===== src/rtl/universal_shift_register.sv =====
// Parametrised load/shift/rotate register with a valid/ready bit serialiser.
// IDLE executes funct_i with 1-cycle latency; SEND shifts out WIDTH bits, one per accepted beat.
module universal_shift_register #(
  parameter int WIDTH = 8,
  parameter bit LSB_FIRST = 1'b0,
  localparam int SHW = $clog2(WIDTH)
) (
  input  logic             clk,
  input  logic             rst_n,
  input  logic [2:0]       funct_i,
  input  logic [WIDTH-1:0] word_i,
  input  logic [SHW-1:0]   shamt_i,
  input  logic             serial_i,
  output logic [WIDTH-1:0] out_o,
  output logic             serial_o,
  output logic             ser_valid_o,
  input  logic             ser_ready_i,
  output logic             busy_o,
  output logic             done_o,
  output logic             state_o
);

  localparam logic [2:0] F_NOP  = 3'b000;
  localparam logic [2:0] F_LOAD = 3'b001;
  localparam logic [2:0] F_SHL  = 3'b010;
  localparam logic [2:0] F_SHR  = 3'b011;
  localparam logic [2:0] F_ROL  = 3'b100;
  localparam logic [2:0] F_ROR  = 3'b101;
  localparam logic [2:0] F_ASR  = 3'b110;
  localparam logic [2:0] F_SEND = 3'b111;

  typedef enum logic {IDLE = 1'b0, SEND = 1'b1} state_t;

  state_t             state, state_next;
  logic [WIDTH-1:0]   q, q_next, op_q, ser_shift;
  logic [SHW-1:0]     count, count_next;
  logic               done_next;
  logic [SHW-1:0]     amt;
  logic [2*WIDTH-1:0] dbl, rol_w, ror_w;
  logic [WIDTH-1:0]   lo_mask, hi_mask;
  logic               fire, last;

  // Amount reduced mod WIDTH so non-power-of-2 widths never over-shift.
  assign amt     = SHW'(32'(shamt_i) % WIDTH);
  assign dbl     = {q, q};
  assign rol_w   = dbl << amt;
  assign ror_w   = dbl >> amt;
  assign lo_mask = ~({WIDTH{1'b1}} << amt);
  assign hi_mask = ~({WIDTH{1'b1}} >> amt);

  // Valid/ready: a beat transfers on an edge where ser_valid_o and ser_ready_i are both 1;
  // serial_o and ser_valid_o hold until that happens.
  assign fire = (state == SEND) && ser_ready_i;
  assign last = fire && (count == SHW'(WIDTH - 1));

  assign ser_shift = LSB_FIRST ? {serial_i, q[WIDTH-1:1]} : {q[WIDTH-2:0], serial_i};

  always_comb begin
    op_q = q;
    case (funct_i)
      F_NOP:  op_q = q;
      F_LOAD: op_q = word_i;
      F_SHL:  op_q = (q << amt) | (serial_i ? lo_mask : '0);
      F_SHR:  op_q = (q >> amt) | (serial_i ? hi_mask : '0);
      F_ROL:  op_q = rol_w[2*WIDTH-1:WIDTH];
      F_ROR:  op_q = ror_w[WIDTH-1:0];
      F_ASR:  op_q = WIDTH'($signed(q) >>> amt);
      F_SEND: op_q = word_i;
      default: op_q = q;
    endcase
  end

  always_ff @(posedge clk or negedge rst_n) begin
    if (!rst_n) state <= IDLE;
    else        state <= state_next;
  end

  always_comb begin
    state_next = state;
    case (state)
      IDLE: if (funct_i == F_SEND) state_next = SEND;
      SEND: if (last) state_next = IDLE;
      default: state_next = IDLE;
    endcase
  end

  always_comb begin
    busy_o      = (state == SEND);
    ser_valid_o = (state == SEND);
    state_o     = state;
  end

  always_comb begin
    q_next     = q;
    count_next = count;
    done_next  = 1'b0;
    if (state == IDLE) begin
      q_next     = op_q;
      count_next = '0;
    end else if (fire) begin
      q_next     = ser_shift;
      count_next = last ? '0 : count + SHW'(1);
      done_next  = last;
    end
  end

  always_ff @(posedge clk or negedge rst_n) begin
    if (!rst_n) begin
      q      <= '0;
      count  <= '0;
      done_o <= 1'b0;
    end else begin
      q      <= q_next;
      count  <= count_next;
      done_o <= done_next;
    end
  end

  assign out_o    = q;
  assign serial_o = LSB_FIRST ? q[0] : q[WIDTH-1];

endmodule

===== config.mk =====
export PLATFORM = sky130hd
export DESIGN_NAME = universal_shift_register
export DESIGN_NICKNAME = d
export VERILOG_FILES = /design/src/rtl/universal_shift_register.sv
export SDC_FILE = /design/constraint.sdc
export NUM_CORES = 1
export LEC_CHECK = 0
export CAP_MARGIN = 10
export CORE_ASPECT_RATIO = 0.7
export CORE_MARGIN = 4
export CORE_UTILIZATION = 50
export CTS_CLUSTER_DIAMETER = 120
export CTS_CLUSTER_SIZE = 28
export DETAILED_ROUTE_END_ITERATION = 7
export GPL_TIMING_DRIVEN = 1
export HOLD_SLACK_MARGIN = 0.12
export PLACE_DENSITY = 0.78
export SETUP_SLACK_MARGIN = 0.4
export SYNTH_ARGS = -nofsm -noshare
export SYNTH_HDL_FRONTEND = slang
export SYNTH_SLANG_ARGS = --single-unit
export TNS_END_PERCENT = 1

===== constraint.sdc =====
create_clock -name clk -period 2.1 [get_ports clk]
set_input_delay 0.42 -clock clk [delete_from_list [all_inputs] [get_ports clk]]
set_output_delay 0.42 -clock clk [all_outputs]
set_load 0.02 [all_outputs]

==> summary.md, run 1 <==
| Metric | Value |
|---|---|
| Reg2reg start | out_o[0] |
| Total wire length | 7.49 mm |
| Commonest non-fill, non-tap cell in the layout | buf_4 |
| Inst Count DP | 361 |
| DR vias | 2519 |
| Final setup violation count | 0 |
| CTS clock-pin slew for the worst setup and hold paths | 0.06 ns |
| Crit path kind | reg2out |
| Status | complete, no violations |
| CP top delay family | buffers and inverters |
| Peak supply drop | 0.000903 V |
| Gr usage total | 27.4% |
| Yosys top cell by area | dfrtp_1 |
| Crit Path Max Fanout | 14 |
| Top cell type's share of synthesized area | 14.7% |
| Violation count after the first detailed-route iteration | 344 |
| Pwr dens | 950 mW/mm^2 |
| Maxcap violations | 0 |
| Asr flop ratio synth | 100% |
| Synth Flop Type | dfrtp_1 |
| Ports | 31 |
| First-pass detailed-route iteration total | 5 |
| CP peak stage delay | 0.67 ns |
| Worst setup SP type | flop |
| CP Data Required Time | 1.68 ns |
| Worst skew pair latency | 0.25 ns |
| YS warnings | 0 |
| Finished Layout Cells | 378 |
| Reg2reg path depth | 6 |
| Synthesized flop and latch total | 13 |
| Setup WS pre-CTS | -0.374 ns |
| Clock net sink count | 13 |
| Tmin final | 1.86 ns |
| Core ar. | 0.00409 mm^2 |
| Routability cong. | 0.956 |
| Sequential Power Share | 23.9% |
| Skew final | 0.00120 ns |
| Layout area overhead | 34.3% |
| Most frequent cells in the layout | 51 x buf_4, 28 x nand2_1, 26 x a21oi_1 |
| Syn Nets | 287 |
| Top post-synthesis cells by area | dfrtp_1 15%, mux4_1 12%, a21oi_1 5.9% |
| Leak | 1.25 nW |
| ANT nets after route | 0 |
| Placed Area | 0.00276 mm^2 |
| CTS tree | done |
| Die area | 0.00556 mm^2 |
| Crit-path cells | clkdlybuf4s50_1 |
| Number of global-route vias before repair | 2250 |
| Share of cells above drive strength 1 | 32.2% |
| FF-to-FF End | out_o[5] |
| Root buf cell | clkbuf_8 |
| Final #Nets | 347 |
| Initial antenna violation count | 0 |
| Post-Syn Area per Cell | 8.28 um^2 |
| CP Data Arrival Time | 1.44 ns |
| Hold_ws | 0.559 ns |
| Final Cycle Share | 88.8% |
| Internal cell power | 1.49 mW |
| TritonCTS Buffers | 3 |
| Critical path buffers and inverters | 1 |
| Worst Hold Class | in2async |
| Initial core utilization | 54.0% |
| Worst slew pin tran | 0.621 ns |
| DR vias/cell | 6.66 |
| H-tree levels | 1 |
| Global-route wire length before repair | 11.9 mm |
| Fmax | 0.536 GHz |
| Die W | 87.5 um |
| Number of synthesized flops with an enable pin | 0 |
| Clk pwr share | 8.2% |
| Fin. max-slew vios | 0 |
| Die Y | 63.6 um |
| I/O Buffers | 30 |
| Post-Syn Instances | 267 |
| Pin count of the biggest net entering global routing | 28 |
| Overall Power | 2.82 mW |
| Slew HR | 58.5% |
| Post-DP HPWL | 5.40 mm |
| Critical path endpoint category | primary output |
| # diodes | 0 |
| Sw Share | 47.1% |
| Fin worst setup slack | 0.236 ns |
| NetSw | 1.33 mW |
| Synthesized area | 0.00221 mm^2 |
| DRC viols | 0 |
| Final Instance Area | 0.00297 mm^2 |
| CTS Buffer Depth | 2 |
| Rows | 19 |
| Seq/Total Area, Yosys | 14.7% |
| Hold violation total from the final report | 0 |
| GRT overflow | 0 |
| Gate power share | 67.9% |
| R2r setup slk | 0.25 ns |
| RSZ-0062 raised after global routing | true |
| Yosys cell types | 59 |
| CP max-delay cell | clkdlybuf4s50_1 |
| Avg WL per Cell | 19.8 um |
-- cells in the mapped netlist (5+ instances only) --
cell	count
nand2_1	28
a21oi_1	26
nor2_1	17
buf_2	13
dfrtp_1	13
nor2b_1	13
o21ai_0	13
clkbuf_1	11
mux2i_1	10
mux4_1	10
buf_4	7
inv_1	7
mux2_2	7
nand2b_1	7
nand3b_1	5
-- power groups by stage --
stage                     Combinational [mW]  Sequential, mW  Clock (mW)
after floorplan                         1.18           0.560           0
after global placement                  1.72           0.650           0
after detailed placement                1.74           0.658           0
after CTS                               1.80           0.668       0.227
after global routing                    2.05           0.700       0.249
final                                   1.91           0.674       0.232
-- cells by family (layout without fill, tap and decap cells) --
family | Yosys count | count (layout) | synth area share (%)
AO/OA/AOI/OAI | 89 | 89 | 27.9
AND/OR/NAND/NOR | 87 | 87 | 19.9
buffers and inverters | 43 | 102 | 11.4
multiplexers | 31 | 31 | 24.1
flip-flops | 13 | 13 | 14.7
adder cells (fa/ha/maj) | 2 | 2 | 1.13
XOR/XNOR | 2 | 2 | 0.793
-- metrics by stage --
stage | utilization (%) | TNS (ns)
after detailed placement | 67.4 | -2.20
after floorplan | - | 0
after CTS | 71.1 | 0
after global placement | 67.4 | -2.01
after global routing | 72.6 | 0
final | 72.6 | 0
-- area by class of cell --
type                            count  area (um^2)
Fill cell                         313         1120
Inverter                            7         26.3
Sequential cell                    13          335
Tap cell                           52         65.1
Timing Repair Buffer               91          822
Clock buffer                        4         45.0
Multi-Input combinational cell    211         1670
-- worst max-delay path by stage --
stage / cells after the start / startpoint / to / slack [ns]
2_1_floorplan: 7 / shamt_i[0] / out_o[5] / 0.37
3_3_place_gp: 7 / shamt_i[0] / out_o[5] / -0.30
3_5_place_dp: 7 / shamt_i[0] / out_o[5] / -0.37
4_1_cts: 1 / out_o[3] / out_o[3] / 0.24
5_1_grt: 1 / busy_o / busy_o / 0.20
6_report: 1 / busy_o / busy_o / 0.24
-- what timing repair did --
action | CTS | global route
endpoints found under the setup margin | 20 | 19
hold buffers | 0 | 0
gates cloned | 0 | 0
gates resized for setup | 26 | 17
setup buffers | 9 | 4
pin swaps | 5 | 6
-- metal layers --
layer	vias up	routed length [um]	global-route usage (%)
li1	1123	-	-
met1	1181	3090	40.9
met2	191	3210	39.8
met3	24	1020	6.38
met4	0	170	5.75
met5	-	0	0
-- registers in the layout (all words and copies together), names as in the netlist --
name,cells
out_o,8
count,3
busy_o,1
done_o,1
No activity file was read; power rests on OpenSTA's default activity.
==> run 2: changes to the inputs <==
CORE_ASPECT_RATIO = 0.75   (was 0.7)
SKIP_LAST_GASP = 1   (was not set)
==> run 2 against run 1 <==
  * Sequential cell count unchanged
  * Final area decreased by 0.84%
  * Die area decreased by 0.11%
  * Fmax increased by 0.92%
  * Worst setup slack improved by 0.017 ns
  * Hold slack got worse by 0.13 ns
  * First-iteration DRC count increased by 16%
  * Sequential power decreased by 2%
  * Non-clock buffer count increased by 5
  * Power decreased by 1.0%
  * Register-to-register slack improved by 0.03 ns
  * Critical endpoint is now out_o[7]
  * Largest power group unchanged
  * Highest routed layer unchanged
==> summary.md, run 2 (synthesis gave the netlist of run 1 again) <==
| Metric | Value |
|---|---|
| Status | complete, no violations |
| Final Instance Area | 0.00294 mm^2 |
| # diodes | 0 |
| CP max-delay cell | clkdlybuf4s50_1 |
| R2r setup slk | 0.28 ns |
| Pwr dens | 948 mW/mm^2 |
| Post-DP HPWL | 5.58 mm |
| Largest register FFs | 8 |
| Final Cycle Share | 88.0% |
| DR vias/cell | 6.46 |
| Crit path to | out_o[7] |
| Overall Power | 2.79 mW |
| Routability cong. | 0.974 |
| Worst skew pair latency | 0.25 ns |
| Maxcap violations | 0 |
| DR vias | 2493 |
| Ports | 31 |
| CP Data Required Time | 1.68 ns |
| Slew HR | 59.8% |
| Clock net sink count | 13 |
| Root buf cell | clkbuf_8 |
| Tmin final | 1.85 ns |
| Die area | 0.00556 mm^2 |
| GRT overflow | 0 |
| Fin. max-slew vios | 0 |
| WP depth | 1 |
| Fmax | 0.541 GHz |
| Commonest non-fill, non-tap cell in the layout | buf_4 |
| Violation count after the first detailed-route iteration | 399 |
| CP top delay family | buffers and inverters |
| Core ar. | 0.00415 mm^2 |
| Skew final | 0.00289 ns |
| I/O Buffers | 30 |
| CTS clock-pin slew for the worst setup and hold paths | 0.06 ns |
| Most frequent cells in the layout | 59 x buf_4, 28 x nand2_1, 26 x a21oi_1 |
| Layout area overhead | 33.2% |
| Initial antenna violation count | 0 |
| Critical path endpoint category | primary output |
| Post-CTS Hold Buffers | 0 |
| Crit path kind | reg2out |
| Final #Nets | 352 |
| Inst Count DP | 377 |
| Crit Path Max Fanout | 13 |
| TritonCTS Buffers | 3 |
| Pin count of the biggest net entering global routing | 25 |
| Gr usage total | 27.9% |
| CP peak stage delay | 0.66 ns |
| Reg2reg start | out_o[1] |
| CP Data Arrival Time | 1.43 ns |
| Setup TNS | 0 ns |
| Worst slew pin tran | 0.599 ns |
| Critical path buffers and inverters | 1 |
| Die W | 84.8 um |
| Share of cells above drive strength 1 | 32.0% |
| Reg2reg path depth | 5 |
| ANT nets after route | 0 |
| Number of global-route vias before repair | 2251 |
| Placed Area | 0.00283 mm^2 |
| Peak supply drop | 0.000789 V |
| Worst Setup SP | out_o[7] |
| Total wire length | 7.51 mm |
| Worst setup SP type | flop |
| FF-to-FF End | out_o[3] |
| Avg WL per Cell | 19.5 um |
| First-pass detailed-route iteration total | 5 |
| Final setup violation count | 0 |
| Crit-path cells | clkdlybuf4s50_1 |
| CTS tree | done |
| H-tree levels | 1 |
| Hold violation total from the final report | 0 |
| Initial core utilization | 53.2% |
| Setup WS pre-CTS | -0.322 ns |
| DRC viols | 0 |
| Fin worst setup slack | 0.253 ns |
| Rows | 20 |
| Die Y | 65.6 um |
| CTS Buffer Depth | 2 |
| Finished Layout Cells | 386 |
| Global-route wire length before repair | 12.1 mm |
| Worst Hold Class | in2async |
| RSZ-0062 raised after global routing | true |
| Leak | 1.26 nW |
-- run 2: per-layer routing --
| metal | vias up | part of all wire [%] | track usage, % |
|---|---|---|---|
| met5 | - | 0 | 0 |
| met4 | 0 | 2.1 | 5.53 |
| met3 | 18 | 12 | 4.39 |
| met2 | 172 | 44 | 43.3 |
| met1 | 1182 | 41 | 41.0 |
| li1 | 1121 | - | - |
-- run 2: how the worst min path moves through the flow --
stage                         from       end  slack, ns  cells after the start
after global routing         rst_n  count[2]       0.44                      1
after global placement    count[0]  count[0]       0.62                      2
after CTS                    rst_n  count[2]       0.43                      1
after floorplan              rst_n    busy_o       0.12                      0
final                        rst_n  count[2]       0.43                      1
after detailed placement  count[1]  count[1]       0.64                      3
-- run 2: what timing repair did --
| item | in CTS | in global routing |
|---|---|---|
| setup buffers | 2 | 2 |
| pin swaps | 5 | 1 |
| resized for setup | 27 | 13 |
| gates cloned | 1 | 0 |
| endpoints found under the setup margin | 20 | 19 |
-- run 2: cell type report --
type | count | area (um^2)
multi-input combinational | 211 | 1620
fill | 334 | 1210
timing repair buffer | 96 | 847
sequential | 13 | 334
tap | 55 | 68.8
clock buffer | 4 | 45.0
inverter | 7 | 26.3
-- run 2: power breakdown --
group	switching, mW	internal [mW]	leakage, nW
Clock	0.0991	0.134	0.0228
Sequential	0.294	0.369	0.153
Combinational	0.920	0.974	1.09
Total	1.31	1.48	1.26
-- run 2: metrics by stage --
| step | hold slack, ns | util, % |
|---|---|---|
| 6_report | 0.434 | 70.8 |
| 5_1_grt | 0.443 | 70.8 |
| 4_1_cts | 0.431 | 70.4 |
| 3_3_place_gp | 0.617 | 68.2 |
| 2_1_floorplan | 0.124 | - |
| 3_5_place_dp | 0.644 | 68.2 |
